`config.mk`:
```
export PLATFORM = sky130hd
export DESIGN_NAME = pucch_descrambler
export DESIGN_NICKNAME = d
export VERILOG_FILES = /design/src/rtl/pucch_descrambler.sv
export SDC_FILE = /design/constraint.sdc
export NUM_CORES = 1
export LEC_CHECK = 0
export ABC_CLOCK_PERIOD_IN_PS = 6800
export CAP_MARGIN = 20
export CORE_MARGIN = 5
export CORE_UTILIZATION = 55
export DETAILED_ROUTE_END_ITERATION = 12
export DONT_BUFFER_PORTS = 1
export PLACE_DENSITY = 0.78
export SLEW_MARGIN = 20
export SYNTH_ARGS = -nofsm -noshare
export SYNTH_HDL_FRONTEND = slang
export SYNTH_SLANG_ARGS = --single-unit
```
`constraint.sdc`:
```
create_clock -name clk -period 6.8 [get_ports clk]
set_input_delay 1.36 -clock clk [delete_from_list [all_inputs] [get_ports clk]]
set_output_delay 1.36 -clock clk [all_outputs]
set_load 0.01 [all_outputs]
```
`src/rtl/pucch_descrambler.sv`:
```
// PUCCH hard-bit descrambler: out = in ^ c(n), c = x1(n+1600) ^ x2(n+1600).
// Drives the shared x1 generator through load/enable strobes; x2 is built locally with the same timing.
module pucch_descrambler #(
  parameter int nGenBit = 8
) (
  input  logic               clk,
  input  logic               rst,
  input  logic               i_start,
  input  logic [30:0]        i_c_init,
  input  logic [15:0]        i_len,
  output logic               o_busy,
  output logic               o_x1_load,
  output logic               o_x1_en,
  input  logic [nGenBit-1:0] i_x1_seq,
  input  logic               i_valid,
  output logic               o_ready,
  input  logic [nGenBit-1:0] i_data,
  output logic               o_valid,
  input  logic               i_ready,
  output logic [nGenBit-1:0] o_data,
  output logic               o_last,
  output logic               o_done
);

  localparam int W = 31 + nGenBit;

  // GF(2) polynomial product modulo the x2 characteristic x^31 + x^3 + x^2 + x + 1.
  function automatic logic [30:0] mulmod(input logic [30:0] a, input logic [30:0] b);
    logic [30:0] acc;
    logic [30:0] t;
    acc = '0;
    t   = a;
    for (int i = 0; i < 31; i++) begin
      if (b[i]) acc = acc ^ t;
      t = {t[29:0], 1'b0} ^ (t[30] ? 31'h0000000F : 31'h0);
    end
    return acc;
  endfunction

  // x^1600 mod p: bit i weights x2(n+i) in x2(n+1600).
  function automatic logic [30:0] jump_mask();
    logic [30:0] r;
    logic [30:0] base;
    logic [10:0] e;
    r    = 31'h1;
    base = 31'h2;
    e    = 11'd1600;
    for (int i = 0; i < 11; i++) begin
      if (e[i]) r = mulmod(r, base);
      base = mulmod(base, base);
    end
    return r;
  endfunction

  localparam logic [30:0] M2 = jump_mask();

  typedef enum logic [2:0] {S_IDLE, S_LOAD, S_PRIME, S_RUN, S_DRAIN} state_t;

  state_t             state_q, state_d;
  logic [30:0]        c_init_q, c_init_d;
  logic [15:0]        beats_left_q, beats_left_d;
  logic [4:0]         rem_q, rem_d;
  logic [30:0]        lfsr_q, lfsr_d;
  logic [nGenBit-1:0] c2_q, c2_d;
  logic [nGenBit-1:0] data_q, data_d;
  logic               valid_q, valid_d;
  logic               last_q, last_d;

  logic [W-1:0]       ext;
  logic [30:0]        lfsr_adv;
  logic [nGenBit-1:0] c2_par;
  logic [nGenBit-1:0] keep;
  logic [16:0]        len_round;
  logic [15:0]        beats_calc;
  logic [4:0]         rem_calc;
  logic               last_beat;

  // Extended x2 window: current state plus the next nGenBit recurrence bits.
  always_comb begin
    ext = '0;
    ext[30:0] = lfsr_q;
    for (int i = 31; i < W; i++) begin
      ext[i] = ext[i-31] ^ ext[i-30] ^ ext[i-29] ^ ext[i-28];
    end
    lfsr_adv = ext[nGenBit +: 31];
    c2_par   = '0;
    for (int k = 0; k < nGenBit; k++) begin
      c2_par[k] = ^(ext[k +: 31] & M2);
    end
  end

  always_comb begin
    len_round  = {1'b0, i_len} + 17'(nGenBit - 1);
    beats_calc = 16'(len_round / 17'(nGenBit));
    rem_calc   = 5'(i_len % 16'(nGenBit));
    keep       = '0;
    for (int k = 0; k < nGenBit; k++) begin
      keep[k] = (rem_q == 5'd0) || (5'(k) < rem_q);
    end
  end

  assign last_beat = (beats_left_q == 16'd1);

  always_comb begin
    state_d      = state_q;
    c_init_d     = c_init_q;
    beats_left_d = beats_left_q;
    rem_d        = rem_q;
    lfsr_d       = lfsr_q;
    c2_d         = c2_q;
    data_d       = data_q;
    valid_d      = valid_q;
    last_d       = last_q;
    o_x1_load    = 1'b0;
    o_x1_en      = 1'b0;
    o_ready      = 1'b0;
    o_done       = 1'b0;
    case (state_q)
      S_IDLE: begin
        if (i_start && (i_len != 16'd0)) begin
          c_init_d     = i_c_init;
          beats_left_d = beats_calc;
          rem_d        = rem_calc;
          state_d      = S_LOAD;
        end
      end
      S_LOAD: begin
        o_x1_load = 1'b1;
        lfsr_d    = c_init_q;
        c2_d      = c2_par;
        state_d   = S_PRIME;
      end
      S_PRIME: begin
        o_x1_en = 1'b1;
        lfsr_d  = lfsr_adv;
        c2_d    = c2_par;
        state_d = S_RUN;
      end
      S_RUN: begin
        o_ready = !valid_q || i_ready;
        if (i_valid && o_ready) begin
          o_x1_en      = 1'b1;
          lfsr_d       = lfsr_adv;
          c2_d         = c2_par;
          data_d       = (i_data ^ i_x1_seq ^ c2_q) & (last_beat ? keep : '1);
          valid_d      = 1'b1;
          last_d       = last_beat;
          beats_left_d = beats_left_q - 16'd1;
          if (last_beat) state_d = S_DRAIN;
        end else if (valid_q && i_ready) begin
          valid_d = 1'b0;
          last_d  = 1'b0;
        end
      end
      S_DRAIN: begin
        if (valid_q && i_ready) begin
          valid_d = 1'b0;
          last_d  = 1'b0;
          o_done  = 1'b1;
          state_d = S_IDLE;
        end
      end
      default: state_d = S_IDLE;
    endcase
  end

  always_ff @(posedge clk or posedge rst) begin
    if (rst) begin
      state_q      <= S_IDLE;
      c_init_q     <= '0;
      beats_left_q <= '0;
      rem_q        <= '0;
      lfsr_q       <= '0;
      c2_q         <= '0;
      data_q       <= '0;
      valid_q      <= 1'b0;
      last_q       <= 1'b0;
    end else begin
      state_q      <= state_d;
      c_init_q     <= c_init_d;
      beats_left_q <= beats_left_d;
      rem_q        <= rem_d;
      lfsr_q       <= lfsr_d;
      c2_q         <= c2_d;
      data_q       <= data_d;
      valid_q      <= valid_d;
      last_q       <= last_d;
    end
  end

  assign o_busy  = (state_q != S_IDLE);
  assign o_valid = valid_q;
  assign o_data  = data_q;
  assign o_last  = last_q;

endmodule

```
* Word level (Yosys, flattened, before mapping) *
Cells that the tools add are included.

word-level totals
  register bits after elaboration = 102
  word-level logic and storage cells = 116
  bits of input ports = 68
  output and inout port bits = 15

operators by class
  muxes and demuxes = 25
  add/sub/neg operators = 2
  equality and inequality tests = 9
  bitwise operators = 27
  reduce and logical (&&, ||, !) cells = 36
  magnitude comparators = 8

operators with widths
  operator                                                    count
  parity 31 bit                                               8
  one-hot mux 31 bit (3 select lines)                         1
  two-way mux 16 bit                                          2
  one-hot mux 16 bit (2 select lines)                         1
  two-way mux 31 bit                                          1
  XOR 1 bit                                                   24
  adder 16 x 3 -> 17 bit (second input constant)              1
  equality test 16 x 1 -> 1 bit (second input constant)       1
  two-way mux 8 bit                                           2
  one-hot mux 8 bit (2 select lines)                          1
  nonzero test 16 bit                                         1
  subtractor 16 x 1 -> 16 bit (second input constant)         1
  XOR 8 bit                                                   2
  one-hot mux 3 bit (5 select lines)                          1
  less-than comparator 3 bit (first input constant)           4
  two-way mux 3 bit                                           4
  logical OR 1 bit                                            9
  two-way mux 1 bit                                           9
  bitwise AND 8 bit                                           1
  inequality test 2 bit (second input constant)               4
  AND reduction 2 bit                                         4
  equality test 3 x 2 -> 1 bit (second input constant)        2
  less-than comparator 1 x 3 -> 1 bit (first input constant)  2
  less-than comparator 2 x 3 -> 1 bit (first input constant)  2
  other kinds (12)                                            19

* Logic depth before layout (Yosys ltp) *
Gate-level depths: netlist of the first run.

  word-level depth = 5
  gate-level depth with buffers = 9
  mapped depth without buffers = 7

* Worst setup path before layout of the first run *
OpenSTA, ideal clock, no wires.

  kind = input to output
  start point = in i_ready
  end point = out o_x1_en
  required time = 5440 ps
  cell stages on the path = 3
  path slack = 3622 ps
  buffers on the path = 0
  data arrival time = 1818 ps
  cells stage by stage = nand2b_1 -> nand2_1 -> a21boi_1

between the ends
  longest elaborated chain between the ends = 4

ends and longest elaborated chain
  what                                line  RTL
  from (decl)                         19    input logic i_ready,
  logical OR 1 bit                    140   o_ready = !valid_q || i_ready;
  logical AND 1 bit                   141   if (i_valid && o_ready) begin
  two-way mux 1 bit                   141
  one-hot mux 1 bit (2 select lines)  118   case (state_q)
  to (decl)                           13    output logic o_x1_en,

No other way between the ends.

* Final worst setup path of the first run *
  start point = reg state_q[1]
  end point = out o_x1_en

between the ends
  longest elaborated chain between the ends = 2
  elaborated cells on any way between the ends = 3
  those cells by class = 2 x eq/ne; 1 x mux

ends and longest elaborated chain
  what                                    line  RTL
  from (decl)                             59    state_t state_q, state_d;
  from (signal assigned)                  179   state_q <= state_d;
  equality test 3 x 2 -> 1 bit            118
  one-hot mux 1 bit (2 select lines) (*)  118

Every way passes the cells marked *; elsewhere a longest branch is shown, timed or not.

==> flow_summary_export.csv, run 1 <==
group,metric,value,unit
clock_network,cts_hold_buffers,0,
floorplanning,die-area,12200,um^2
timing,setup_tns,0,ns
clock_network,cts_resized,0,
synthesis,syn_avg_cell_area,8.91,um^2
cells_and_area,drive_above_1_share,0.0479,
timing,setup_violations,0,
timing,holdWs,0.487,ns
global_routing,grt_start_max_net_pins,79,
setup_path,cpPeakStageDelay,0.51,ns
setup_path,path_buf_inv,2,
detailed_routing,drc_errors,0,
timing,post-route-period-util,0.500,
timing,fmax,294,MHz
synthesis,async_flop_share,1.00,
power_and_ir_drop,report.power.total,2.40,mW
floorplanning,ioPinCount,83,
worst_hold_path,hold_depth,2,
timing,drv_slew,0,
place,port_buffers,0,
clock_network,cts.clk_slew.worst_paths,0.10,ns
timing,maxSlewHeadroom,0.369,
global_routing,grt_pass1_wl,19600,um
global_routing,grt_pass1_vias,4019,
setup_path,slowest_stage,"a21boi_1",
synthesis,synth_seq_cells,102,
synthesis,yosysSeqAreaShare,0.460,
floorplanning,rows,36,
synthesis,synth_flop_cell,"dfrtp_1",
worst_hold_path,hp-start,"c_init_q[25]",
setup_path,critPathRequiredTime,5.44,ns
cells_and_area,fin_area,5820,um^2
cells_and_area,num-nets-final,671,
cells_and_area,fill_cells,881,
timing,skew,0.00706,ns
clock_network,htree_num_levels,3,
detailed_routing,dr_total_vias,4144,
setup_path,path_class,"register to output pin",
global_routing,globalRouteOverflowTotal,0,
clock_network,cts_tree,"done",
clock_network,cts-root-buf,"clkbuf_8",
global_routing,track_usage,0.209,
detailed_routing,wl_per_cell,16.4,um
timing,finalCriticalPeriod,3.40,ns
power_and_ir_drop,p_clk_frac,0.179,
power_and_ir_drop,p_int,1.48,mW
timing,hold_viol_final,0,
cells_and_area,fin_util,0.593,
power_and_ir_drop,vdd_drop_max,0.000201,V
synthesis,synthCells,622,
floorplanning,core,9820,um^2
place,gp_congestion,0.903,
power_and_ir_drop,leakage,2.77,nW
setup_path,path_delay_family,"buffers and inverters",
clock_network,cts_setup_buffers,0,
global_routing,antenna_found_initial,0,
power_and_ir_drop,power_switching,0.915,mW
floorplanning,die_w,110,um
synthesis,synth_nets,692,
setup_path,critical_path.endpoint_type,"output pin",
floorplanning,die_y,110,um
floorplanning,start_util,0.564,
detailed_routing,drtIter0Drc,263,
detailed_routing,routed_wl,12100,um
worst_hold_path,whs_endpoint,"c_init_q[25]",
synthesis,synth_compound_area_frac,0.121,
setup_path,reg2reg_depth,5,
place,place_area,5590,um^2
synthesis,synth_top_family_by_area,"simple AND/OR/NAND/NOR gates",
setup_path,timing.reg2reg.setup_slack,3.73,ns
power_and_ir_drop,seqPwrFrac,0.411,
detailed_routing,viasPerCell,5.61,
setup_path,path_cells,"inv_1, nor2_4, buf_4, a21boi_1",
setup_path,r2r-start,"state_q[2]",
synthesis,synthSimpleGateAreaFrac,0.196,
synthesis,synth_area,5540,um^2
power_and_ir_drop,p_per_area,412,nW/um^2
place,dp_hpwl,8900,um
synthesis,ys_warn_count,0,
clock_network,clock_path_buffers,2,
synthesis,ys_types,54,
run_status,outcome,"finished clean",
synthesis,synth_fa_ha_area_frac,0.00451,
clock_network,cts.sinks,102,
setup_path,crit_arrival,2.04,ns
cells_and_area,diodes,0,
power_and_ir_drop,sw_frac_of_total,0.381,
timing,worst_slew_pin_slew,0.947,ns
synthesis,synth_xor_area_frac,0.139,
setup_path,path_max_fanout,40,
detailed_routing,postRouteAntennaNets,0,
worst_hold_path,hp-class,"register to register",
setup_path,timing.critical_path.from_type,"register",
cells_and_area,syn2layout_area_growth,4.97,%
synthesis,synthMuxAreaShare,0.0433,
job,cap_violations,0,
power_and_ir_drop,p_comb_frac,0.410,
clock_network,numCtsBuffers,9,
detailed_routing,dr.pass1.iters,5,
synthesis,synth_edf_count,0,
setup_path,r2r-end,"beats_left_q[5]",
timing,rsz0062_at_grt,"no",
clock_network,clk-insertion-delay-late,0.37,ns
[sequential cells by signal, summed over array words and instances, names as in the netlist]
register	count
beats_left_q	16
state_q	3
o_data	8
o_last	1
c2_q	8
c_init_q	31
rem_q	3
o_valid	1
lfsr_q	31
[per-stage QoR]
step                cells  setup slack (ns)
global placement      723              3.39
global route          739              3.29
floorplan             622              2.76
finish                739              3.40
detailed placement    723              3.23
CTS                   739              3.39
[layout by cell type (no fill, tap or decap), types with 3 or more instances in the layout]
cell	instances
a211oi_1	5
a21o_1	4
a21oi_1	11
a22o_1	3
and2_1	3
buf_4	4
clkbuf_8	9
dfrtp_1	102
inv_1	6
mux2i_1	24
nand2_1	180
nand3_1	13
nor2_1	16
nor3_1	10
nor4_1	4
o21ai_0	66
o22ai_1	3
o31ai_1	7
xnor2_1	57
xor2_1	31
[worst max-delay path by stage]
stage                     from          endpoint  cells after the start
CTS                 state_q[1]           o_x1_en                      4
global placement      i_len[0]  beats_left_q[10]                      6
detailed placement    i_len[0]  beats_left_q[10]                      6
finish              state_q[1]           o_x1_en                      4
global route        state_q[1]           o_x1_en                      4
floorplan                  rst   beats_left_q[0]                      1
[tightest hold or removal path, cell delays in order, from the launching register on]
cell	delay [ns]
dfrtp_1	0.35
nand2_1	0.05
nand2_1	0.06
[power by group through the flow]
| stage | sequential, mW | combinational, mW | clock, mW |
|---|---|---|---|
| after floorplan | 0.918 | 0.856 | 0 |
| after global placement | 0.986 | 0.964 | 0 |
| after detailed placement | 0.998 | 0.994 | 0 |
| after CTS | 0.986 | 0.995 | 0.441 |
| after global routing | 1.01 | 1.11 | 0.463 |
| final | 0.986 | 0.984 | 0.430 |
[kinds of logic (layout without fill, tap and decap cells)]
logic type | count (synthesis) | count (layout)
AO/OA/AOI/OAI | 114 | 114
XOR/XNOR | 88 | 88
adder cells (fa/ha/maj) | 2 | 2
buffers and inverters | 44 | 28
flip-flops | 102 | 102
multiplexers | 24 | 24
AND/OR/NAND/NOR | 248 | 248
[metal layers]
metal	share of wire	track usage	vias to the layer above
li1	-	-	2031
met1	0.42	0.259	1951
met2	0.49	0.350	134
met3	0.069	0.0606	28
met4	0.024	0.0712	0
met5	0	0	-
[layout make-up]
cell class / count / area, um^2 / share of cell area
tap: 133 / 166 / 0.0286
clock inverter: 7 / 103 / 0.0176
inverter: 8 / 32.5 / 0.00559
clock buffer: 9 / 124 / 0.0213
multi-input combinational: 476 / 2810 / 0.483
timing repair buffer: 4 / 30.0 / 0.00516
sequential: 102 / 2550 / 0.439
[synthesized netlist by cell type (2+ instances only)]
master | number | share of area
a211oi_1 | 5 | 0.0068
a21o_1 | 4 | 0.0054
a21oi_1 | 11 | 0.0099
a22o_1 | 3 | 0.0047
and2_1 | 3 | 0.0034
buf_1 | 2 | 0.0014
buf_2 | 12 | 0.011
buf_6 | 2 | 0.0041
clkbuf_1 | 20 | 0.014
dfrtp_1 | 102 | 0.46
ha_1 | 2 | 0.0045
inv_1 | 7 | 0.0047
mux2i_1 | 24 | 0.043
nand2_1 | 180 | 0.12
nand2b_1 | 2 | 0.0023
nand3_1 | 13 | 0.012
nand4_1 | 2 | 0.0023
nor2_1 | 18 | 0.012
nor3_1 | 10 | 0.0090
nor4_1 | 4 | 0.0045
nor4b_1 | 2 | 0.0032
o21a_1 | 2 | 0.0027
o21ai_0 | 66 | 0.060
o22ai_1 | 3 | 0.0034
o31ai_1 | 7 | 0.0095
or4_1 | 2 | 0.0027
xnor2_1 | 57 | 0.090
xor2_1 | 31 | 0.049
Power figures use the tool's default switching activity.
==> inputs of run 2 (changes only) <==
--- a/config.mk
+++ b/config.mk
@@ -5,7 +5,7 @@
 export SDC_FILE = /design/constraint.sdc
 export NUM_CORES = 1
 export LEC_CHECK = 0
-export ABC_CLOCK_PERIOD_IN_PS = 6800
+export ABC_CLOCK_PERIOD_IN_PS = 3400
 export CAP_MARGIN = 20
 export CORE_MARGIN = 5
 export CORE_UTILIZATION = 55
==> constraint.sdc (replaced) <==
create_clock -name clk -period 3.4 [get_ports clk]
set_input_delay 0.68 -clock clk [delete_from_list [all_inputs] [get_ports clk]]
set_output_delay 0.68 -clock clk [all_outputs]
set_load 0.01 [all_outputs]
==> run 2 against run 1 <==
Effect of this change:
- largest cell class unchanged
- final cell count grew 0.14%
- register-to-register slack lost 2.7 ns
- final area shrank 0.17%
- routed wire length grew 0.43%
==> flow_summary_export.csv, run 2 (synthesized netlist as in run 1, its figures left out) <==
group,metric,value,unit
clock_network,cts_tree,"done",
global_routing,grt_start_max_net_pins,88,
detailed_routing,drtIter0Drc,316,
setup_path,crit_arrival,2.64,ns
place,dp_hpwl,8910,um
job,cap_violations,0,
timing,layout_setup_ws,1.01,ns
cells_and_area,num-nets-final,672,
timing,setup_violations,0,
clock_network,cts.clk_slew.worst_paths,0.09,ns
detailed_routing,viasPerCell,5.64,
clock_network,htree_num_levels,3,
timing,skew,0.0159,ns
cells_and_area,syn2layout_area_growth,4.79,%
detailed_routing,postRouteAntennaNets,0,
cells_and_area,fill_cells,899,
detailed_routing,wl_per_cell,16.4,um
cells_and_area,final_common_cell,"nand2_1",
place,gp_congestion,0.936,
setup_path,timing.critical_path.from_type,"register",
timing,rsz0062_at_grt,"no",
power_and_ir_drop,vdd_drop_max,0.000372,V
setup_path,path_class,"register to register",
setup_path,r2r-end,"beats_left_q[5]",
global_routing,track_usage,0.214,
place,port_buffers,0,
floorplanning,die_y,110,um
setup_path,critPathRequiredTime,3.66,ns
timing,drv_slew,0,
detailed_routing,dr_total_vias,4173,
setup_path,timing.reg2reg.setup_slack,1.01,ns
power_and_ir_drop,p_per_area,814,nW/um^2
clock_network,numCtsBuffers,9,
timing,hold_viol_final,0,
clock_network,clk-insertion-delay-late,0.37,ns
setup_path,r2r-start,"state_q[2]",
setup_path,reg2reg_depth,5,
timing,setup_tns,0,ns
floorplanning,rows,36,
power_and_ir_drop,leakage,2.76,nW
detailed_routing,routed_wl,12200,um
global_routing,grt_pass1_wl,20200,um
detailed_routing,dr.pass1.iters,5,
cells_and_area,diodes,0,
cells_and_area,layout_common_cells,"180 x nand2_1, 102 x dfrtp_1, 66 x o21ai_0",
timing,worst_slew_pin_slew,0.851,ns
setup_path,critical_path.endpoint_type,"register",
worst_hold_path,hp-class,"input port to async pin",
floorplanning,die_w,110,um
clock_network,cts_hold_buffers,0,
timing,finalCriticalPeriod,2.39,ns
place,post-place-ws,0.739,ns
cells_and_area,drive_above_1_share,0.0494,
setup_path,path_max_fanout,20,
clock_network,cts_resized,0,
clock_network,cts_setup_buffers,0,
timing,maxSlewHeadroom,0.427,
clock_network,cts.sinks,102,
timing,fmax,419,MHz
timing,post-route-period-util,0.703,
clock_network,clock_path_buffers,2,
floorplanning,ioPinCount,83,
timing,holdWs,0.325,ns
floorplanning,core,9820,um^2
clock_network,cts-root-buf,"clkbuf_8",
floorplanning,die-area,12200,um^2
global_routing,globalRouteOverflowTotal,0,
global_routing,grt_pass1_vias,4171,
global_routing,antenna_found_initial,0,
run_status,outcome,"finished clean",
cells_and_area,reg_top3,"c_init_q (31), lfsr_q (31), beats_left_q (16)",
detailed_routing,drc_errors,0,
floorplanning,start_util,0.564,
==> run 2: cell count changes in the layout (fill, tap and decap cells not counted) <==
cell,before,now
buf_4,4,5
bufinv_16,2,1
clkbuf_8,9,10
clkinv_4,1,2
clkinvlp_4,0,1
inv_4,1,0
inv_8,1,0
==> run 2: metal layers <==
metal / part of all wire / wire (um) / global-route usage
met1: 0.43 / 5170 / 0.275
met5: 0 / 0 / 0
met3: 0.064 / 779 / 0.0501
met4: 0.015 / 182 / 0.0589
met2: 0.50 / 6020 / 0.364
==> run 2: worst max-delay path, cell delays in order (launching register included) <==
cell,delay (ns)
dfrtp_1,0.50
and3b_1,0.28
nand3_1,0.58
and2_1,0.55
a21o_1,0.20
a22o_1,0.18
==> run 2: metrics by stage <==
step           std cells  cell area, um^2  total power, mW   util
3_5_place_dp         724             5600             3.96  0.570
4_1_cts              740             5810             4.75  0.591
3_3_place_gp         724             5600             3.87  0.570
2_1_floorplan        622             5540             3.55      -
6_report             740             5810             4.73  0.591
5_1_grt              740             5810             5.09  0.591
==> run 2: report_power, final <==
group          internal [mW]  switching (mW)
Sequential              1.56           0.415
Clock                  0.364           0.416
Combinational          0.987           0.985
==> run 2: how the worst max path moves through the flow <==
stage / startpoint / end / slack, ns / cells past startpoint
3_3_place_gp: i_len[0] / beats_left_q[8] / 0.74 / 6
6_report: state_q[2] / beats_left_q[5] / 1.01 / 5
2_1_floorplan: rst / beats_left_q[0] / 0.04 / 1
4_1_cts: state_q[2] / beats_left_q[5] / 1.05 / 5
3_5_place_dp: i_len[0] / beats_left_q[10] / 0.74 / 5
5_1_grt: i_len[0] / beats_left_q[10] / 0.87 / 5
==> run 2: area by class of cell <==
class	count	area, um^2	area share
Sequential cell	102	2550	0.439
Tap cell	133	166	0.0287
Clock inverter	6	68.8	0.0118
Clock buffer	10	138	0.0237
Timing Repair Buffer	5	37.5	0.00646
Multi-Input combinational cell	476	2810	0.484
Inverter	8	35.0	0.00603
